**src/rtl/acc_alu.sv**
```systemverilog
// Accumulator ALU: single-cycle logic/arithmetic/shift ops on an accumulator,
// plus a multi-cycle shift-add multiply that stalls the request interface.
module acc_alu #(
  parameter int unsigned WIDTH = 8
) (
  input  logic             clk,
  input  logic             rst,
  input  logic             in_valid,
  output logic             in_ready,
  input  logic [3:0]       opcode,
  input  logic [WIDTH-1:0] data,
  output logic             out_valid,
  output logic [WIDTH-1:0] alu_out,
  output logic [WIDTH-1:0] accum,
  output logic             zero,
  output logic             carry,
  output logic             overflow
);

  localparam int unsigned CntW = $clog2(WIDTH) + 1;

  localparam logic [3:0] OpAnd = 4'b0000;
  localparam logic [3:0] OpOr  = 4'b0001;
  localparam logic [3:0] OpNot = 4'b0010;
  localparam logic [3:0] OpXor = 4'b0011;
  localparam logic [3:0] OpAdd = 4'b0100;
  localparam logic [3:0] OpSub = 4'b0101;
  localparam logic [3:0] OpAcc = 4'b0110;
  localparam logic [3:0] OpDat = 4'b0111;
  localparam logic [3:0] OpAdc = 4'b1000;
  localparam logic [3:0] OpSbb = 4'b1001;
  localparam logic [3:0] OpShl = 4'b1010;
  localparam logic [3:0] OpShr = 4'b1011;
  localparam logic [3:0] OpRol = 4'b1100;
  localparam logic [3:0] OpRor = 4'b1101;
  localparam logic [3:0] OpMul = 4'b1110;
  localparam logic [3:0] OpClr = 4'b1111;

  typedef enum logic [0:0] {StIdle, StMul} state_e;

  state_e             state_q, state_d;
  logic [WIDTH-1:0]   accum_q, accum_d;
  logic [WIDTH-1:0]   alu_out_q, alu_out_d;
  logic               zero_q, zero_d;
  logic               carry_q, carry_d;
  logic               ovf_q, ovf_d;
  logic               out_valid_q, out_valid_d;
  logic [CntW-1:0]    cnt_q, cnt_d;
  logic [2*WIDTH-1:0] mcand_q, mcand_d;
  logic [2*WIDTH-1:0] prod_q, prod_d;
  logic [WIDTH-1:0]   mplier_q, mplier_d;

  logic [WIDTH-1:0]   res;
  logic               res_c, res_v, upd_c, upd_v, cin;
  logic [WIDTH:0]     add_w, sub_w;
  logic [2*WIDTH-1:0] prod_step;

  assign in_ready  = (state_q == StIdle);
  assign out_valid = out_valid_q;
  assign alu_out   = alu_out_q;
  assign accum     = accum_q;
  assign zero      = zero_q;
  assign carry     = carry_q;
  assign overflow  = ovf_q;

  // Single-cycle result and flag candidates for the presented opcode
  always_comb begin
    cin   = ((opcode == OpAdc) || (opcode == OpSbb)) ? carry_q : 1'b0;
    add_w = {1'b0, accum_q} + {1'b0, data} + {{WIDTH{1'b0}}, cin};
    // Bit WIDTH of the extended difference is the borrow out
    sub_w = {1'b0, accum_q} - {1'b0, data} - {{WIDTH{1'b0}}, cin};
    res   = '0;
    res_c = 1'b0;
    res_v = 1'b0;
    upd_c = 1'b0;
    upd_v = 1'b0;
    unique case (opcode)
      OpAnd: res = accum_q & data;
      OpOr:  res = accum_q | data;
      OpNot: res = ~accum_q;
      OpXor: res = accum_q ^ data;
      OpAdd, OpAdc: begin
        res   = add_w[WIDTH-1:0];
        res_c = add_w[WIDTH];
        res_v = (accum_q[WIDTH-1] == data[WIDTH-1]) && (res[WIDTH-1] != accum_q[WIDTH-1]);
        upd_c = 1'b1;
        upd_v = 1'b1;
      end
      OpSub, OpSbb: begin
        res   = sub_w[WIDTH-1:0];
        res_c = sub_w[WIDTH];
        res_v = (accum_q[WIDTH-1] != data[WIDTH-1]) && (res[WIDTH-1] != accum_q[WIDTH-1]);
        upd_c = 1'b1;
        upd_v = 1'b1;
      end
      OpAcc: res = accum_q;
      OpDat: res = data;
      OpShl: begin
        res   = {accum_q[WIDTH-2:0], 1'b0};
        res_c = accum_q[WIDTH-1];
        upd_c = 1'b1;
      end
      OpShr: begin
        res   = {1'b0, accum_q[WIDTH-1:1]};
        res_c = accum_q[0];
        upd_c = 1'b1;
      end
      OpRol: begin
        res   = {accum_q[WIDTH-2:0], accum_q[WIDTH-1]};
        res_c = accum_q[WIDTH-1];
        upd_c = 1'b1;
      end
      OpRor: begin
        res   = {accum_q[0], accum_q[WIDTH-1:1]};
        res_c = accum_q[0];
        upd_c = 1'b1;
      end
      OpMul: res = '0;  // handled by the multiply sequencer
      OpClr: res = '0;
      default: res = '0;
    endcase
  end

  assign prod_step = prod_q + (mplier_q[0] ? mcand_q : '0);

  // Next-state: accept in idle, one shift-add step per cycle while multiplying
  always_comb begin
    state_d     = state_q;
    accum_d     = accum_q;
    alu_out_d   = alu_out_q;
    zero_d      = zero_q;
    carry_d     = carry_q;
    ovf_d       = ovf_q;
    out_valid_d = 1'b0;
    cnt_d       = cnt_q;
    mcand_d     = mcand_q;
    prod_d      = prod_q;
    mplier_d    = mplier_q;
    unique case (state_q)
      StIdle: begin
        if (in_valid) begin
          if (opcode == OpMul) begin
            state_d  = StMul;
            mcand_d  = {{WIDTH{1'b0}}, accum_q};
            mplier_d = data;
            prod_d   = '0;
            cnt_d    = '0;
          end else begin
            accum_d     = res;
            alu_out_d   = res;
            zero_d      = (res == '0);
            out_valid_d = 1'b1;
            if (upd_c) carry_d = res_c;
            if (upd_v) ovf_d = res_v;
          end
        end
      end
      StMul: begin
        prod_d   = prod_step;
        mcand_d  = mcand_q << 1;
        mplier_d = mplier_q >> 1;
        cnt_d    = cnt_q + CntW'(1);
        if (cnt_q == CntW'(WIDTH - 1)) begin
          state_d     = StIdle;
          cnt_d       = '0;
          accum_d     = prod_step[WIDTH-1:0];
          alu_out_d   = prod_step[WIDTH-1:0];
          zero_d      = (prod_step[WIDTH-1:0] == '0);
          carry_d     = |prod_step[2*WIDTH-1:WIDTH];
          ovf_d       = 1'b0;
          out_valid_d = 1'b1;
        end
      end
      default: state_d = StIdle;
    endcase
  end

  // State registers with synchronous reset
  always_ff @(posedge clk) begin
    if (rst) begin
      state_q     <= StIdle;
      accum_q     <= '0;
      alu_out_q   <= '0;
      zero_q      <= 1'b0;
      carry_q     <= 1'b0;
      ovf_q       <= 1'b0;
      out_valid_q <= 1'b0;
      cnt_q       <= '0;
      mcand_q     <= '0;
      prod_q      <= '0;
      mplier_q    <= '0;
    end else begin
      state_q     <= state_d;
      accum_q     <= accum_d;
      alu_out_q   <= alu_out_d;
      zero_q      <= zero_d;
      carry_q     <= carry_d;
      ovf_q       <= ovf_d;
      out_valid_q <= out_valid_d;
      cnt_q       <= cnt_d;
      mcand_q     <= mcand_d;
      prod_q      <= prod_d;
      mplier_q    <= mplier_d;
    end
  end

endmodule

```
**config.mk**
```make
export PLATFORM = sky130hd
export DESIGN_NAME = acc_alu
export DESIGN_NICKNAME = d
export VERILOG_FILES = /design/src/rtl/acc_alu.sv
export SDC_FILE = /design/constraint.sdc
export NUM_CORES = 1
export LEC_CHECK = 0
export CORE_MARGIN = 3
export CORE_UTILIZATION = 54
export DETAILED_ROUTE_END_ITERATION = 7
export PLACE_DENSITY = 0.73
export SLEW_MARGIN = 20
export SYNTH_ARGS = -nofsm -noshare
export SYNTH_HDL_FRONTEND = slang
export SYNTH_SLANG_ARGS = --single-unit
```
**constraint.sdc**
```tcl
create_clock -name clk -period 5.6 [get_ports clk]
set_input_delay 1.12 -clock clk [delete_from_list [all_inputs] [get_ports clk]]
set_output_delay 1.12 -clock clk [all_outputs]
set_load 0.02 [all_outputs]
```
==> results of run 1 <==
critical path: cells and delay by family:
family / cells / cell delay [ps]
AOI/OAI and AO/OA: 5 / 1530
adders and majority gates: 2 / 800
buffers and inverters: 2 / 640
and+or+nand+nor: 2 / 350
cells by family after synthesis:
group | count (synthesis)
AND/OR/NAND/NOR | 223
AO/OA/AOI/OAI | 195
buffers and inverters | 74
flip-flops | 57
adder cells (fa/ha/maj) | 51
XOR/XNOR | 18
multiplexers | 16
where the power goes:
part           switching, W  total (W)  internal [W]
logic              0.000203   0.000352      0.000148
registers         0.0000227   0.000436      0.000414
clock network      0.000181   0.000489      0.000307
total              0.000407    0.00128      0.000870
how the worst max path moves through the flow:
stage / start / to / slack (ps)
after global placement: opcode[1] / carry / 1200
final: data[3] / carry / 1350
after detailed placement: opcode[1] / carry / 1130
after floorplan: opcode[2] / alu_out[7] / 1450
after CTS: opcode[1] / carry / 1460
after global routing: data[5] / carry / 1240
per-layer routing:
layer / global-route usage, % / vias to the layer above / part of all wire, %
li1: - / 2370 / -
met1: 41.25 / 2321 / 48
met2: 42.38 / 182 / 43
met3: 4.398 / 24 / 6.7
met4: 8.566 / 0 / 1.8
met5: 0 / - / 0
synthesized netlist by cell type (4+ instances only):
library cell	n	share of area (%)
a211oi_1	8	1.2
a21o_1	7	1.0
a21o_2	4	0.69
a21oi_1	41	4.0
a222oi_1	14	2.8
a22oi_1	16	2.4
a31o_2	4	0.69
a31oi_1	4	0.49
a32oi_1	4	0.69
and2_1	17	2.1
buf_2	12	1.2
buf_4	11	1.6
clkbuf_1	16	1.2
clkbuf_8	4	1.1
dfxtp_1	57	22
fa_1	5	2.0
ha_1	46	11
inv_1	29	2.1
mux2_2	4	0.89
mux2i_1	12	2.4
nand2_1	42	3.1
nand2b_1	7	0.86
nand3_1	8	0.79
nand3b_1	4	0.59
nand4b_1	4	0.69
nor2_1	76	5.6
nor2b_1	11	1.4
nor3_1	22	2.2
o211ai_1	11	1.6
o21a_1	8	1.2
o21ai_0	23	2.3
o22ai_1	9	1.1
or3_1	5	0.62
xnor2_1	11	1.9
xor2_1	7	1.2
sequential cells by signal, indices dropped and copies added (netlist names):
| register | flops |
|---|---|
| mcand_q | 16 |
| overflow | 1 |
| mplier_q | 8 |
| state_q | 1 |
| cnt_q | 4 |
| carry | 1 |
| prod_q | 16 |
| out_valid | 1 |
| alu_out | 8 |
| zero | 1 |
cells in the final DEF (no fill, tap or decap), types with 5 or more instances in the layout:
| cell | instances |
|---|---|
| buf_4 | 8 |
| clkdlybuf4s50_1 | 34 |
| a21o_1 | 7 |
| xnor2_1 | 11 |
| inv_1 | 29 |
| nor2b_1 | 11 |
| fa_1 | 5 |
| nand2b_1 | 7 |
| o21ai_0 | 23 |
| nor2_1 | 76 |
| or3_1 | 5 |
| and2_1 | 17 |
| a21oi_1 | 40 |
| o22ai_1 | 9 |
| clkbuf_8 | 10 |
| mux2i_1 | 12 |
| o211ai_1 | 11 |
| nand3_1 | 8 |
| xor2_1 | 7 |
| nand2_1 | 42 |
| dfxtp_1 | 57 |
| ha_1 | 46 |
| a222oi_1 | 14 |
| a211oi_1 | 8 |
| nor3_1 | 22 |
| o21a_1 | 8 |
| a22oi_1 | 16 |
final cells by class:
class	count	share of cell area, %
clock inverters	5	1.823
repair buffers	44	7.692
flip-flops and latches	57	20.28
inverters	29	1.934
well taps	108	2.401
clock buffers	11	2.512
multi-input cells	503	63.36
through the flow:
step / instances / util [%] / worst slack [ps]
floorplan: 634 / - / 1454
global placement: 740 / 59.96 / 1205
detailed placement: 741 / 60.27 / 1132
CTS: 757 / 63.00 / 1456
global route: 757 / 63.00 / 1242
finish: 757 / 63.00 / 1347
==> impl_metrics.py, run 1 <==
metrics = {
    "status": {
        "status": "finished clean",
    },
    "critical_path": {
        "crit_top_cell": "ha_1",
        "start_kind": "input port",
        "r2r-start": "alu_out[3]",
        "path_cells": "clkdlybuf4s50_1 > inv_1 > ha_1 > ha_1 > o21ai_0 > a2111oi_0 > nor3_1 > o21bai_1 > a32oi_1 > nor4_1 > a311oi_1",
        "timing.reg2reg.setup_slack_ps": 1960,
        "critical_path.max_fanout": 8,
        "cp.required_ps": 5790,
        "slowest_delay_ps": 810,
        "reg2reg_depth": 10,
        "critPathKind": "in -> reg",
        "slowest_stage": "a2111oi_0",
        "reg2reg_to": "carry",
        "arrival_ps": 4440,
        "endpoint_kind": "flop",
    },
    "floorplanning": {
        "io_pins": 36,
        "start_util_pct": 56.83,
        "core_mm2": 0.008934,
        "row_count": 34,
        "die_y_um": 103.0,
        "die_area_mm2": 0.01060,
        "die_w_um": 103.0,
    },
    "sta": {
        "finalHoldViolations": 0,
        "relSlewSlack_pct": 39.21,
        "report.final.slew_viol_count": 0,
        "grt_setup_unrepaired": "no",
        "tns_ps": 0,
        "hold_ws_ps": 463.1,
        "worst_slew_pin_slew_ps": 888.8,
        "fmax_mhz": 235.2,
        "min_period_over_period_pct": 75.94,
        "fin_crit_ps": 4253,
        "setup_viol": 0,
        "finalClockSkew_ps": 14.59,
    },
    "global_route": {
        "grt_pass1_vias": 4552,
        "track_usage_pct": 28.13,
        "antenna_found_initial": 0,
        "grt_first_pass_wirelength_um": 23400,
        "grt_start_max_net_pins": 59,
        "overflow": 0,
    },
    "clocking": {
        "cts_tree": "yes",
        "postCtsHoldBufs": 0,
        "cts-resized-gates": 0,
        "cts_setup_buffers": 0,
        "htree_num_levels": 3,
        "clk_pin_slew_worst_paths_ps": 70,
        "cts_buffers": 9,
        "clockBufferDepth": 2,
        "root_buffer": "clkbuf_8",
        "clk_latency_ps": 340,
        "clock-sinks": 57,
    },
    "detailed_routing": {
        "routed_wirelength_um": 14610,
        "wire_per_inst_um": 19.30,
        "antenna_left": 0,
        "vias": 4897,
        "viasPerCell": 6.469,
        "drc_errors": 0,
        "firstDrtPassIters": 5,
        "drt_iter0_drc": 363,
    },
    "hold_path": {
        "holdPathStages": 2,
        "hold_end": "prod_q[0]",
        "min-delay-start": "prod_q[0]",
        "hold_path_class": "reg -> reg",
    },
    "logic_synthesis": {
        "synthAdderAreaFrac_pct": 13.31,
        "ys_seq_elements": 57,
        "synth_ff_type": "dfxtp_1",
        "yosysUniqueCellTypes": 79,
        "synth_cells": 634,
        "netlist_area_mm2": 0.005077,
        "ys_warn_count": 0,
        "synthSimpleGateAreaFrac_pct": 22.55,
        "synth.net_count": 700,
        "synth_edf_count": 0,
        "synth_top_family_by_area": "compound AO/OA/AOI/OAI gates",
        "async_reset_ff_share_pct": 0,
        "synth-compound-area-share_pct": 27.80,
        "synth.area.mux_share_pct": 3.253,
        "ys_seq_area_share_pct": 22.47,
        "synthXorXnorAreaFrac_pct": 3.105,
        "avgSynthCellArea_um2": 8.008,
    },
    "layout": {
        "fillers": 806,
        "syn_to_final_growth_pct": 10.84,
        "final_area_mm2": 0.005628,
        "nNetsFinal": 710,
        "multi_input_area_mm2": 0.003566,
        "seq_area_mm2": 0.001141,
        "final_layout_size_suffix_gt1_share_pct": 8.012,
        "antenna_cells": 0,
    },
    "job": {
        "maxCapViolCount": 0,
    },
    "placed_design": {
        "place_hpwl_um": 10300,
        "port_buffers": 35,
        "routabilityCongestion": 0.9355,
        "postPlaceCellArea_mm2": 0.005384,
    },
    "power_and_ir_drop": {
        "power.leakage_nw": 2.286,
        "power_w": 0.001277,
        "vdd_drop_max_mv": 0.1303,
        "power_density_mw_per_mm2": 226.9,
    },
}
Power figures use the tool's default switching activity.
==> run 2, diff against run 1 <==
clock period = 4.2 ns   (was 5.6 ns; I/O delays follow)
==> run 2 against run 1 <==
Die area unchanged. Combinational power increased by 34%. Core utilization decreased by 0.18 points. Global-route usage increased by 0.48 points. Setup slack got worse by 810 ps. Clock-buffer cell count decreased by 1. Non-clock buffer count increased by 5. First-iteration DRC count increased by 40%. Register-to-register slack got worse by 1000 ps. Clock power increased by 19%. Critical path depth increased by 1.
==> impl_metrics.py, run 2 (same netlist as run 1, synthesis figures left out) <==
metrics = {
    "status": {
        "status": "finished clean",
    },
    "clocking": {
        "cts_setup_buffers": 0,
        "clk_pin_slew_worst_paths_ps": 80,
        "htree_num_levels": 3,
        "root_buffer": "clkbuf_8",
        "postCtsHoldBufs": 0,
        "clock-sinks": 57,
        "clockBufferDepth": 2,
        "cts-resized-gates": 0,
        "cts_tree": "yes",
        "clk_latency_ps": 340,
        "cts_buffers": 9,
    },
    "layout": {
        "multi_input_area_mm2": 0.003566,
        "final_cell_mix": "76 x nor2_1, 57 x dfxtp_1, 46 x ha_1",
        "seq_area_mm2": 0.001141,
        "fillers": 814,
        "final_layout_size_suffix_gt1_share_pct": 8.716,
        "largest_registers": "mcand_q: 16 flops, prod_q: 16 flops",
        "nNetsFinal": 715,
        "layout_commonest_cell": "nor2_1",
        "antenna_cells": 0,
        "syn_to_final_growth_pct": 10.52,
    },
    "detailed_routing": {
        "antenna_left": 0,
        "routed_wirelength_um": 14940,
        "drt_iter0_drc": 509,
        "vias": 4987,
        "firstDrtPassIters": 7,
        "drc_errors": 0,
        "viasPerCell": 6.545,
        "wire_per_inst_um": 19.60,
    },
    "sta": {
        "fin_crit_ps": 3662,
        "relSlewSlack_pct": 43.37,
        "grt_setup_unrepaired": "no",
        "setup_viol": 0,
        "worst_slew_pin_slew_ps": 845.5,
        "finalClockSkew_ps": 13.52,
        "tns_ps": 0,
        "min_period_over_period_pct": 87.19,
        "finalHoldViolations": 0,
        "hold_ws_ps": 465.7,
        "report.final.slew_viol_count": 0,
        "fmax_mhz": 273.1,
    },
    "global_route": {
        "grt_busiest_layer": "met2",
        "met3_usage_pct": 5.277,
        "grt_util_met1_pct": 42.20,
        "track_usage_pct": 28.61,
        "grt_pass1_vias": 4585,
        "antenna_found_initial": 0,
        "globalRouteMet2Util_pct": 42.82,
        "overflow": 0,
        "grt_first_pass_wirelength_um": 23760,
        "grt_start_max_net_pins": 49,
    },
    "placed_design": {
        "routabilityCongestion": 0.9461,
        "place_hpwl_um": 10680,
        "port_buffers": 35,
    },
    "critical_path": {
        "arrival_ps": 3910,
        "path_cells": "clkdlybuf4s50_1 > nor2b_1 > nand3b_1 > fa_1 > ha_1 > or4_4 > o221a_4 > xor2_1 > nand3_1 > a41oi_1 > nand2_1 > a311oi_1",
        "endpoint_kind": "flop",
        "critPathKind": "in -> reg",
        "slowest_stage": "clkdlybuf4s50_1",
        "reg2reg_depth": 10,
        "cp.required_ps": 4450,
        "timing.reg2reg.setup_slack_ps": 950,
        "r2r-start": "alu_out[4]",
        "critical_path.max_fanout": 3,
        "reg2reg_to": "alu_out[5]",
        "worst-path-buf-inv": 1,
        "cp_top_family": "simple AND/OR/NAND/NOR gates",
        "slowest_delay_ps": 470,
        "start_kind": "input port",
    },
    "power_and_ir_drop": {
        "vdd_drop_max_mv": 0.2062,
        "power.leakage_nw": 2.286,
        "power_density_mw_per_mm2": 291.3,
    },
    "hold_path": {
        "hold_path_class": "reg -> reg",
        "min-delay-start": "prod_q[13]",
        "hold_end": "prod_q[13]",
        "holdPathStages": 2,
    },
    "floorplanning": {
        "row_count": 34,
        "io_pins": 36,
        "die_w_um": 103.0,
        "die_y_um": 103.0,
        "die_area_mm2": 0.01060,
        "start_util_pct": 56.83,
        "core_mm2": 0.008934,
    },
    "job": {
        "maxCapViolCount": 0,
    },
}
run 2: cell count changes in the layout (fill, tap and decap cells not counted):
| cell | change |
|---|---|
| clkbuf_8 | -1 |
| bufinv_16 | -1 |
| buf_16 | -1 |
| clkinv_2 | +2 |
| buf_4 | +6 |
run 2: cell type report:
cell class,count,share of cell area (%)
Timing Repair Buffer,49,8.027
Clock buffer,10,2.274
Tap cell,108,2.408
Sequential cell,57,20.33
Multi-Input combinational cell,503,63.55
Clock inverter,6,1.472
Inverter,29,1.940
run 2: worst max-delay path by stage:
stage,end,cells past startpoint,slack (ps),start
detailed placement,zero,12,240,opcode[3]
global placement,alu_out[7],12,310,opcode[3]
floorplan,alu_out[7],15,330,opcode[2]
global route,carry,12,350,opcode[3]
CTS,alu_out[5],12,580,opcode[3]
finish,alu_out[5],12,540,opcode[3]
run 2: report_power, final:
part / internal [W] / switching [W] / total, W
sequential: 0.000552 / 0.0000303 / 0.000582
clock: 0.000331 / 0.000250 / 0.000581
combinational: 0.000200 / 0.000272 / 0.000472
run 2: layer usage:
layer | up-vias | share of wire [%] | wire length [um]
met5 | - | 0 | 0
met2 | 227 | 43 | 6395
li1 | 2367 | - | -
met3 | 20 | 8.2 | 1230
met4 | 0 | 1.8 | 263
met1 | 2373 | 47 | 7045
run 2: worst reg2reg max path, stage by stage, from the launching register on:
cell      delay, ps
dfxtp_1         580
inv_1           190
ha_1            400
ha_1            290
or4_4           530
o221a_4         260
xor2_1          140
nand3_1          90
a41oi_1         320
nand2_1         100
a311oi_1        260
run 2: per-stage QoR:
| stage | total power (W) | instance area, um2 | setup WS (ps) | std cells | util (%) |
|---|---|---|---|---|---|
| 2_1_floorplan | 0.0009210 | 5077 | 334.1 | 634 | - |
| 3_3_place_gp | 0.001045 | 5401 | 311.1 | 746 | 60.46 |
| 3_5_place_dp | 0.001054 | 5401 | 240.9 | 746 | 60.46 |
| 4_1_cts | 0.001633 | 5612 | 576.3 | 762 | 62.82 |
| 5_1_grt | 0.001701 | 5612 | 345.8 | 762 | 62.82 |
| 6_report | 0.001635 | 5612 | 538.0 | 762 | 62.82 |
